**src/rtl/uart_tx_fifo_if.sv**
```systemverilog
// Handshake bundle between host logic, the transmit FIFO and the UART transmitter.
// The slave modport is the FIFO; the master modport is everything around it.
interface uart_tx_fifo_if #(
  parameter int DEPTH = 16,
  parameter int DW    = 8
);
  localparam int CW = $clog2(DEPTH) + 1;

  logic          wr_en;
  logic [DW-1:0] wr_data;
  logic          full;
  logic          empty;
  logic [CW-1:0] count;
  logic          overflow;
  logic          newd;
  logic [DW-1:0] din;
  logic          donetx;
  logic          busy;

  modport master (
    output wr_en, wr_data, donetx,
    input  full, empty, count, overflow, newd, din, busy
  );

  modport slave (
    input  wr_en, wr_data, donetx,
    output full, empty, count, overflow, newd, din, busy
  );
endinterface

```
**src/rtl/uart_tx_fifo.sv**
```systemverilog
// Circular transmit FIFO feeding a UART transmitter one byte per frame,
// paced by the transmitter's done_tx flag (rising edge completes a byte).
module uart_tx_fifo #(
  parameter int DEPTH = 16,
  parameter int DW    = 8
) (
  input logic          clk,
  input logic          rst,
  uart_tx_fifo_if.slave bus
);
  localparam int            AW       = $clog2(DEPTH);
  localparam logic [AW:0]   FULL_CNT = (AW + 1)'(DEPTH);

  typedef enum logic [1:0] {
    IDLE  = 2'b00,
    SEND  = 2'b01,
    DRAIN = 2'b10
  } state_t;

  state_t        state_q, state_d;
  logic [DW-1:0] mem [DEPTH];
  logic [AW-1:0] wp, rp;
  logic [AW:0]   count_q;
  logic          newd_q, newd_d;
  logic [DW-1:0] din_q;
  logic          overflow_q;
  logic          dt_q;
  logic          full_w;
  logic          pop;
  logic          push;
  logic          dt_rise;

  assign full_w  = (count_q == FULL_CNT);
  assign dt_rise = bus.donetx && !dt_q;
  // A full FIFO still accepts a push when the same edge frees a slot by popping.
  assign push    = bus.wr_en && (!full_w || pop);

  // NOTE: every signal written here gets a default first, so no path can infer a latch.
  always_comb begin
    state_d = state_q;
    pop     = 1'b0;
    case (state_q)
      IDLE: begin
        if (count_q != '0) begin
          pop     = 1'b1;
          state_d = SEND;
        end
      end
      SEND:    if (dt_rise) state_d = DRAIN;
      DRAIN:   if (!bus.donetx) state_d = IDLE;
      default: state_d = IDLE;
    endcase
    newd_d = (state_d == SEND);
  end

  // NOTE: storage has no reset; stale entries are unreachable once the pointers clear.
  always_ff @(posedge clk) begin
    if (push) mem[wp] <= bus.wr_data;
  end

  // NOTE: non-blocking reads of mem[rp] see the pre-edge contents, so a push and pop
  // to the same slot (full FIFO) hands out the old byte and stores the new one.
  always_ff @(posedge clk) begin
    if (rst) begin
      state_q    <= IDLE;
      wp         <= '0;
      rp         <= '0;
      count_q    <= '0;
      newd_q     <= 1'b0;
      din_q      <= '0;
      overflow_q <= 1'b0;
      dt_q       <= 1'b0;
    end else begin
      state_q    <= state_d;
      newd_q     <= newd_d;
      dt_q       <= bus.donetx;
      overflow_q <= bus.wr_en && full_w && !pop;
      if (push) wp <= wp + 1'b1;
      if (pop) begin
        rp    <= rp + 1'b1;
        din_q <= mem[rp];
      end
      case ({push, pop})
        2'b10:   count_q <= count_q + 1'b1;
        2'b01:   count_q <= count_q - 1'b1;
        default: count_q <= count_q;
      endcase
    end
  end

  assign bus.full     = full_w;
  assign bus.empty    = (count_q == '0);
  assign bus.count    = count_q;
  assign bus.overflow = overflow_q;
  assign bus.newd     = newd_q;
  assign bus.din      = din_q;
  assign bus.busy     = (state_q != IDLE);
endmodule

```
**src/flat_wrapper.sv**
```systemverilog
// flat-port wrapper written by rule: the top's interface ports become plain ports
module uart_tx_fifo_flat 
#(
  parameter int DEPTH = 16,
  parameter int DW    = 8
)
  (clk, rst, bus_wr_en, bus_wr_data, bus_donetx, bus_full, bus_empty, bus_count, bus_overflow, bus_newd, bus_din, bus_busy);
  uart_tx_fifo_if #(.DEPTH(DEPTH), .DW(DW)) bus_i ();
  input logic clk;
  input logic rst;
  input wire logic [$bits(bus_i.wr_en)-1:0] bus_wr_en;
  input wire logic [$bits(bus_i.wr_data)-1:0] bus_wr_data;
  input wire logic [$bits(bus_i.donetx)-1:0] bus_donetx;
  output wire logic [$bits(bus_i.full)-1:0] bus_full;
  output wire logic [$bits(bus_i.empty)-1:0] bus_empty;
  output wire logic [$bits(bus_i.count)-1:0] bus_count;
  output wire logic [$bits(bus_i.overflow)-1:0] bus_overflow;
  output wire logic [$bits(bus_i.newd)-1:0] bus_newd;
  output wire logic [$bits(bus_i.din)-1:0] bus_din;
  output wire logic [$bits(bus_i.busy)-1:0] bus_busy;
  assign bus_i.wr_en = bus_wr_en;
  assign bus_i.wr_data = bus_wr_data;
  assign bus_i.donetx = bus_donetx;
  assign bus_full = bus_i.full;
  assign bus_empty = bus_i.empty;
  assign bus_count = bus_i.count;
  assign bus_overflow = bus_i.overflow;
  assign bus_newd = bus_i.newd;
  assign bus_din = bus_i.din;
  assign bus_busy = bus_i.busy;
  uart_tx_fifo #(.DEPTH(DEPTH), .DW(DW)) u_core (.clk(clk), .rst(rst), .bus(bus_i));
endmodule
```
**config.mk**
```make
export PLATFORM = sky130hd
export DESIGN_NAME = uart_tx_fifo_flat
export DESIGN_NICKNAME = d
export VERILOG_FILES = /design/src/rtl/uart_tx_fifo_if.sv /design/src/rtl/uart_tx_fifo.sv /design/src/flat_wrapper.sv
export SDC_FILE = /design/constraint.sdc
export NUM_CORES = 1
export LEC_CHECK = 0
export BUFFER_PORTS_ARGS = -buffer_cell sky130_fd_sc_hd__buf_2
export CORE_ASPECT_RATIO = 0.9
export CORE_MARGIN = 4
export CORE_UTILIZATION = 45
export DETAILED_ROUTE_END_ITERATION = 10
export PLACE_DENSITY = 0.64
export SETUP_SLACK_MARGIN = 0.02
export SYNTH_ARGS = -nofsm -noshare
export SYNTH_HDL_FRONTEND = slang
export SYNTH_SLANG_ARGS = --single-unit
```
**constraint.sdc**
```tcl
create_clock -name clk -period 3.5 [get_ports clk]
set_input_delay 0.175 -clock clk [delete_from_list [all_inputs] [get_ports clk]]
set_output_delay 0.175 -clock clk [all_outputs]
set_load 0.1 [all_outputs]
```
Yosys cells after proc, flatten, opt, wreduce, memory -nomap -nowiden
Memories as Yosys holds them, arrays and structs flattened. A register that Yosys moved wholly into a read port is not among the register bits.
Index checks and enable logic that the tools add are counted.
{ "word_totals": {"register_bits": 18, "latch_bits": 0, "ram_bits": 128, "mem_bits_ro": 0, "inputBits": 12, "out_inout_bits": 18, "elab_cells": 40, "memories": 1} }
{ "memory_table": {"columns": ["name", "words", "width", "rd", "rd_clocked_by_memory_dff", "wr", "line_no", "rtl"], "rows": [
  ["u_core.mem", 16, 8, 1, 1, 1, "uart_tx_fifo.sv:21", "logic [DW-1:0] mem [DEPTH];"]
]} }
{ "classes": {"n_addsub": 4, "n_mul": 0, "div": 0, "n_lt_le_gt_ge": 0, "n_eq_ne": 6, "shifts": 0, "n_mux": 9, "n_bitwise": 0, "n_reduce_logical": 13} }
{ "op_table": {"columns": ["cell", "n"], "rows": [
  ["$pmux 5 s2", 1],
  ["$add 4x1->4 const B", 2],
  ["$eq 2x1->1 const B", 3],
  ["$mux 2", 3],
  ["$pmux 2 s3", 1],
  ["$add 5x1->5 const B", 1],
  ["$eq 5x5->1 const B", 1],
  ["$logic_not 5->1", 1],
  ["$reduce_bool 5->1", 1],
  ["$sub 5x1->5 const B", 1],
  ["$eq 2x2->1 const B", 2],
  ["$logic_and 1x1->1", 4],
  ["$mux 1", 4],
  ["$reduce_bool 2->1", 2],
  ["$logic_not 1->1", 3],
  ["$logic_not 2->1", 1],
  ["$logic_or 1x1->1", 1]
]} }

Logic depth before layout (Yosys ltp)
{ "logic_depth": {"depth_word": 7, "ltp_mapped": 12, "ltp_nobuf": 11} }

Worst setup path after synthesis
No wires, ideal clock.
{ "synth_timing": {"path_kind": "register -> register", "from": "reg u_core.count_q[4], in the netlist u_core.bus.count[4]", "to": "reg u_core.count_q[4], in the netlist u_core.bus.count[4]", "setup_time_ps": 121, "arrival_time_ps": 3569, "required_ps": 3379, "path_slack_ps": -189, "path_stages_with_launch": 12, "n_path_buf": 2, "synth_period_minus_slack_ps": 3689, "cell_sequence": "dfxtp_1 -> inv_1 -> a21oi_2 -> buf_4 -> ha_1 -> clkbuf_1 -> xor2_1 -> ha_1 -> o21a_1 -> o21a_1 -> o32ai_1 -> mux2_2"} }
{ "synth_between": {"elab_chain_cells": 7, "elab_cells_between_ends": 13, "cone_classes": "add/sub (2); eq/ne (3); mux (3); reduce/logical (5)"} }
{ "synth_lines": {"columns": ["element", "line_no", "rtl"], "rows": [
  ["start: declaration", "uart_tx_fifo.sv:23", "logic [AW:0] count_q;"],
  ["start signal: assignment", "uart_tx_fifo.sv:84", "2'b10: count_q <= count_q + 1'b1;"],
  ["start signal: assignment", "uart_tx_fifo.sv:85", "2'b01: count_q <= count_q - 1'b1;"],
  ["start signal: assignment", "uart_tx_fifo.sv:86", "default: count_q <= count_q;"],
  ["$reduce_bool 5->1 (*)", "uart_tx_fifo.sv:44", "if (count_q != '0) begin"],
  ["$mux 1 (*)", "uart_tx_fifo.sv:44", null],
  ["$mux 1 (*)", "uart_tx_fifo.sv:42", "case (state_q)"],
  ["named net u_core.pop", "uart_tx_fifo.sv:29", "logic pop;"],
  ["$logic_or 1x1->1", "uart_tx_fifo.sv:36", "assign push = bus.wr_en && (!full_w || pop);"],
  ["$logic_and 1x1->1", "uart_tx_fifo.sv:36", null],
  ["$eq 2x1->1 or $eq 2x2->1 (tied branches)", "uart_tx_fifo.sv:83", "case ({push, pop})"],
  ["$pmux 5 s2 or $reduce_bool 2->1 (tied branches)", null, null]
]} }
Mark *: on every way through the listed nets, which the timed path passes. The rest lies on a longest branch.
A chain may end at the register's enable or synchronous reset.

Final worst setup path
{ "layout_timing": {"from": "reg u_core.state_q[1]", "to": "reg u_core.count_q[4], in the netlist u_core.bus.count[4]"} }
{ "layout_between": {"elab_chain_cells": 6, "elab_cells_between_ends": 8, "cone_classes": "eq/ne (2); mux (2); reduce/logical (4)"} }
{ "layout_lines": {"columns": ["element", "line_no", "rtl"], "rows": [
  ["start: declaration", "uart_tx_fifo.sv:20", "state_t state_q, state_d;"],
  ["start signal: assignment", "uart_tx_fifo.sv:74", "state_q <= state_d;"],
  ["$logic_not 2->1 (*)", "uart_tx_fifo.sv:42", null],
  ["$mux 1 (*)", "uart_tx_fifo.sv:42", null],
  ["$logic_or 1x1->1", "uart_tx_fifo.sv:36", null],
  ["$logic_and 1x1->1", "uart_tx_fifo.sv:36", null],
  ["$eq 2x1->1 or $eq 2x2->1 (tied branches)", "uart_tx_fifo.sv:83", null],
  ["$pmux 5 s2 or $reduce_bool 2->1 (tied branches)", null, null]
]} }
Mark *: on every way between the ends. The rest lies on a longest branch, timed or not.

==> impl_metrics.ini <==
[status]
outcome = finished, final reports clean

[place]
dp_hpwl_mm = 8.15
port_buffers = 29
gp_congestion = 0.832

[clock_network]
hold_buffers = 0
cts_setup_buffers = 0
cts_tree = built
cts.sinks = 154
cts_buffer_depth = 2
clkSlewWorstSetupHoldPaths_ps = 60
cts_resized = 0
clock_latency_ps = 430
cts_max_level = 4
tritoncts.num_buffers = 17
clock-root-buffer = clkbuf_16

[timing]
fin_skew_ps = 7.96
post-route-min-period_ps = 3070
hold_viol_final = 0
tightestPinTransition_ps = 918
timing.fmax_ghz = 0.325
slew_violations = 0
slew_headroom_pct = 38.6
tns_ps = 0
post-route-period-util_pct = 87.8
grt_setup_unrepaired = false
setup_violations = 0

[drt]
drt-vias-per-instance = 5.62
drt_iter0_drc = 309
routed_wl_mm = 12.7
vias = 3363
avgRoutedWirePerCell_um = 21.3
drtPass1Iterations = 4
ant_nets = 0
drc = 0

[logic_synthesis]
syn_area_mm2 = 0.00622
synth_top_area_share_pct = 61.8
synth_commonest_cells = edfxtp_1 (128), nor2_1 (44), mux2i_1 (36)
synth_area_leaders = edfxtp_1 (62%), dfxtp_1 (8.4%), mux2i_1 (5.8%), mux4_2 (5.8%), nor2_1 (2.7%)
yosys_warnings = 0
synth-edff-count = 128
yosysSeqAreaShare_pct = 70.1
synth.most_common_cell = edfxtp_1
synthCells = 384
postSynthAreaPerCell_um2 = 16.2
synth_nets = 405
yosysTopAreaCell = edfxtp_1
synth_cell_types = 49
synth-main-ff-cell = edfxtp_1
synthArstFlopShare_pct = 0
synth-seq-cells = 154

[global_route]
grt_pass1_wl_mm = 19.9
grt_usage_pct = 17.2
grt-ovfl-total = 0
grt_pass1_vias = 3323
grt_max_degree = 29
antenna_found_initial = 0

[floorplanning]
start_util_pct = 46.2
die_y_um = 120
dieArea_mm2 = 0.0158
rows = 40
coreArea_mm2 = 0.0135
boundaryPins = 30
fp.dieW_um = 132

[critical_path]
path_depth = 11
path_cells = nor2_2, inv_1, a31oi_2, inv_1, ha_1, xor2_1, ha_1, o21a_1, o21a_1, o32ai_1, mux2_2
critical_path_arrival_ps = 3380
worst_setup_path_start_kind = register
cp_slowest_cell = a31oi_2
reg2reg_depth = 11
endpoint_kind = register
crit_path_max_fanout = 8
path_class = register to register
cp_slowest_stage_delay_ps = 380
cp.required_ps = 3810
cp_top_family = compound AO/OA/AOI/OAI gates
critPathBufInv = 2

[final_layout]
final_layout_size_suffix_gt1_share_pct = 22.3
final.fill_count = 1084
diodes = 0
num-nets-final = 438
area_growth_pct = 13.7

[run]
max_cap_viol_count = 0

[pwr]
ir_drop_mv = 0.518
p_per_area_mw_per_mm2 = 787
finalPower_uw = 5570
leakage_uw = 0.00231

[worst_hold_path]
hold_depth = 2
hold_path_class = primary input to register
-- routing by layer --
metal	wire length, um	GRT usage, %	up-vias
met5	0	0	-
met4	171	5.71	0
met3	674	5.24	14
met2	5580	24.3	92
met1	6290	25.4	1695
li1	-	-	1562
-- metrics by stage --
stage / cells / setup slack (ps) / utilization (%) / cell area, um^2 / hold slack, ps
after global routing: 598 / 184 / 52.6 / 7080 / 20.1
after detailed placement: 566 / 449 / 48.4 / 6520 / 465
after floorplan: 384 / 85.2 / - / 6230 / 274
after global placement: 566 / 566 / 48.4 / 6520 / 453
after CTS: 598 / 416 / 52.6 / 7080 / 17.2
final: 598 / 426 / 52.6 / 7080 / 37.0
-- state kept, by name, indices dropped and copies added (netlist names) --
| signal | count |
|---|---|
| u_core.mem | 128 |
| u_core.bus.overflow | 1 |
| u_core.bus.count | 5 |
| u_core.wp | 4 |
| u_core.state_q | 2 |
| u_core.bus.newd | 1 |
| u_core.rp | 4 |
| u_core.dt_q | 1 |
| u_core.bus.din | 8 |
-- power breakdown --
part	switching, uW	total, uW	internal, uW
Sequential	111	2210	2100
Combinational	1170	1620	457
Clock	698	1730	1040
-- cells by family (layout without fill, tap and decap cells) --
| kind of cell | count (synthesis) | after routing | share of synthesized area, % |
|---|---|---|---|
| buf+inv | 29 | 75 | 2.39 |
| mux | 53 | 53 | 11.8 |
| compound gates | 50 | 50 | 6.21 |
| xor+xnor | 10 | 10 | 1.41 |
| flops | 154 | 154 | 70.1 |
| fa+ha+maj | 9 | 9 | 1.81 |
| simple gates | 79 | 79 | 6.29 |
-- area by class of cell --
type / instances / area [um^2] / area share, %
clock buffer: 18 / 429 / 6.06
clock inverter: 14 / 129 / 1.82
inverter: 6 / 22.5 / 0.318
multi-input combinational: 201 / 1710 / 24.2
sequential: 154 / 4370 / 61.8
tap: 168 / 210 / 2.97
timing repair buffer: 37 / 205 / 2.90
-- layout by cell type (no fill, tap or decap), types with 9 or more instances in the layout --
cell,n
a311oi_1,9
buf_2,29
clkbuf_16,17
dfxtp_1,21
edfxtp_1,128
ha_1,9
mux2i_1,36
mux4_2,16
nor2_1,44
o22ai_1,16
-- worst paths after layout --
path,slack (ps),startpoint,endpoint
setup reg to reg,430,u_core.state_q[1],u_core.bus.count[4]
setup / recovery,430,u_core.state_q[1],u_core.bus.count[4]
hold reg to reg,500,u_core.bus.din[7],u_core.bus.din[7]
hold / removal,40,bus_donetx,u_core.dt_q
No activity file was read; power rests on OpenSTA's default activity.
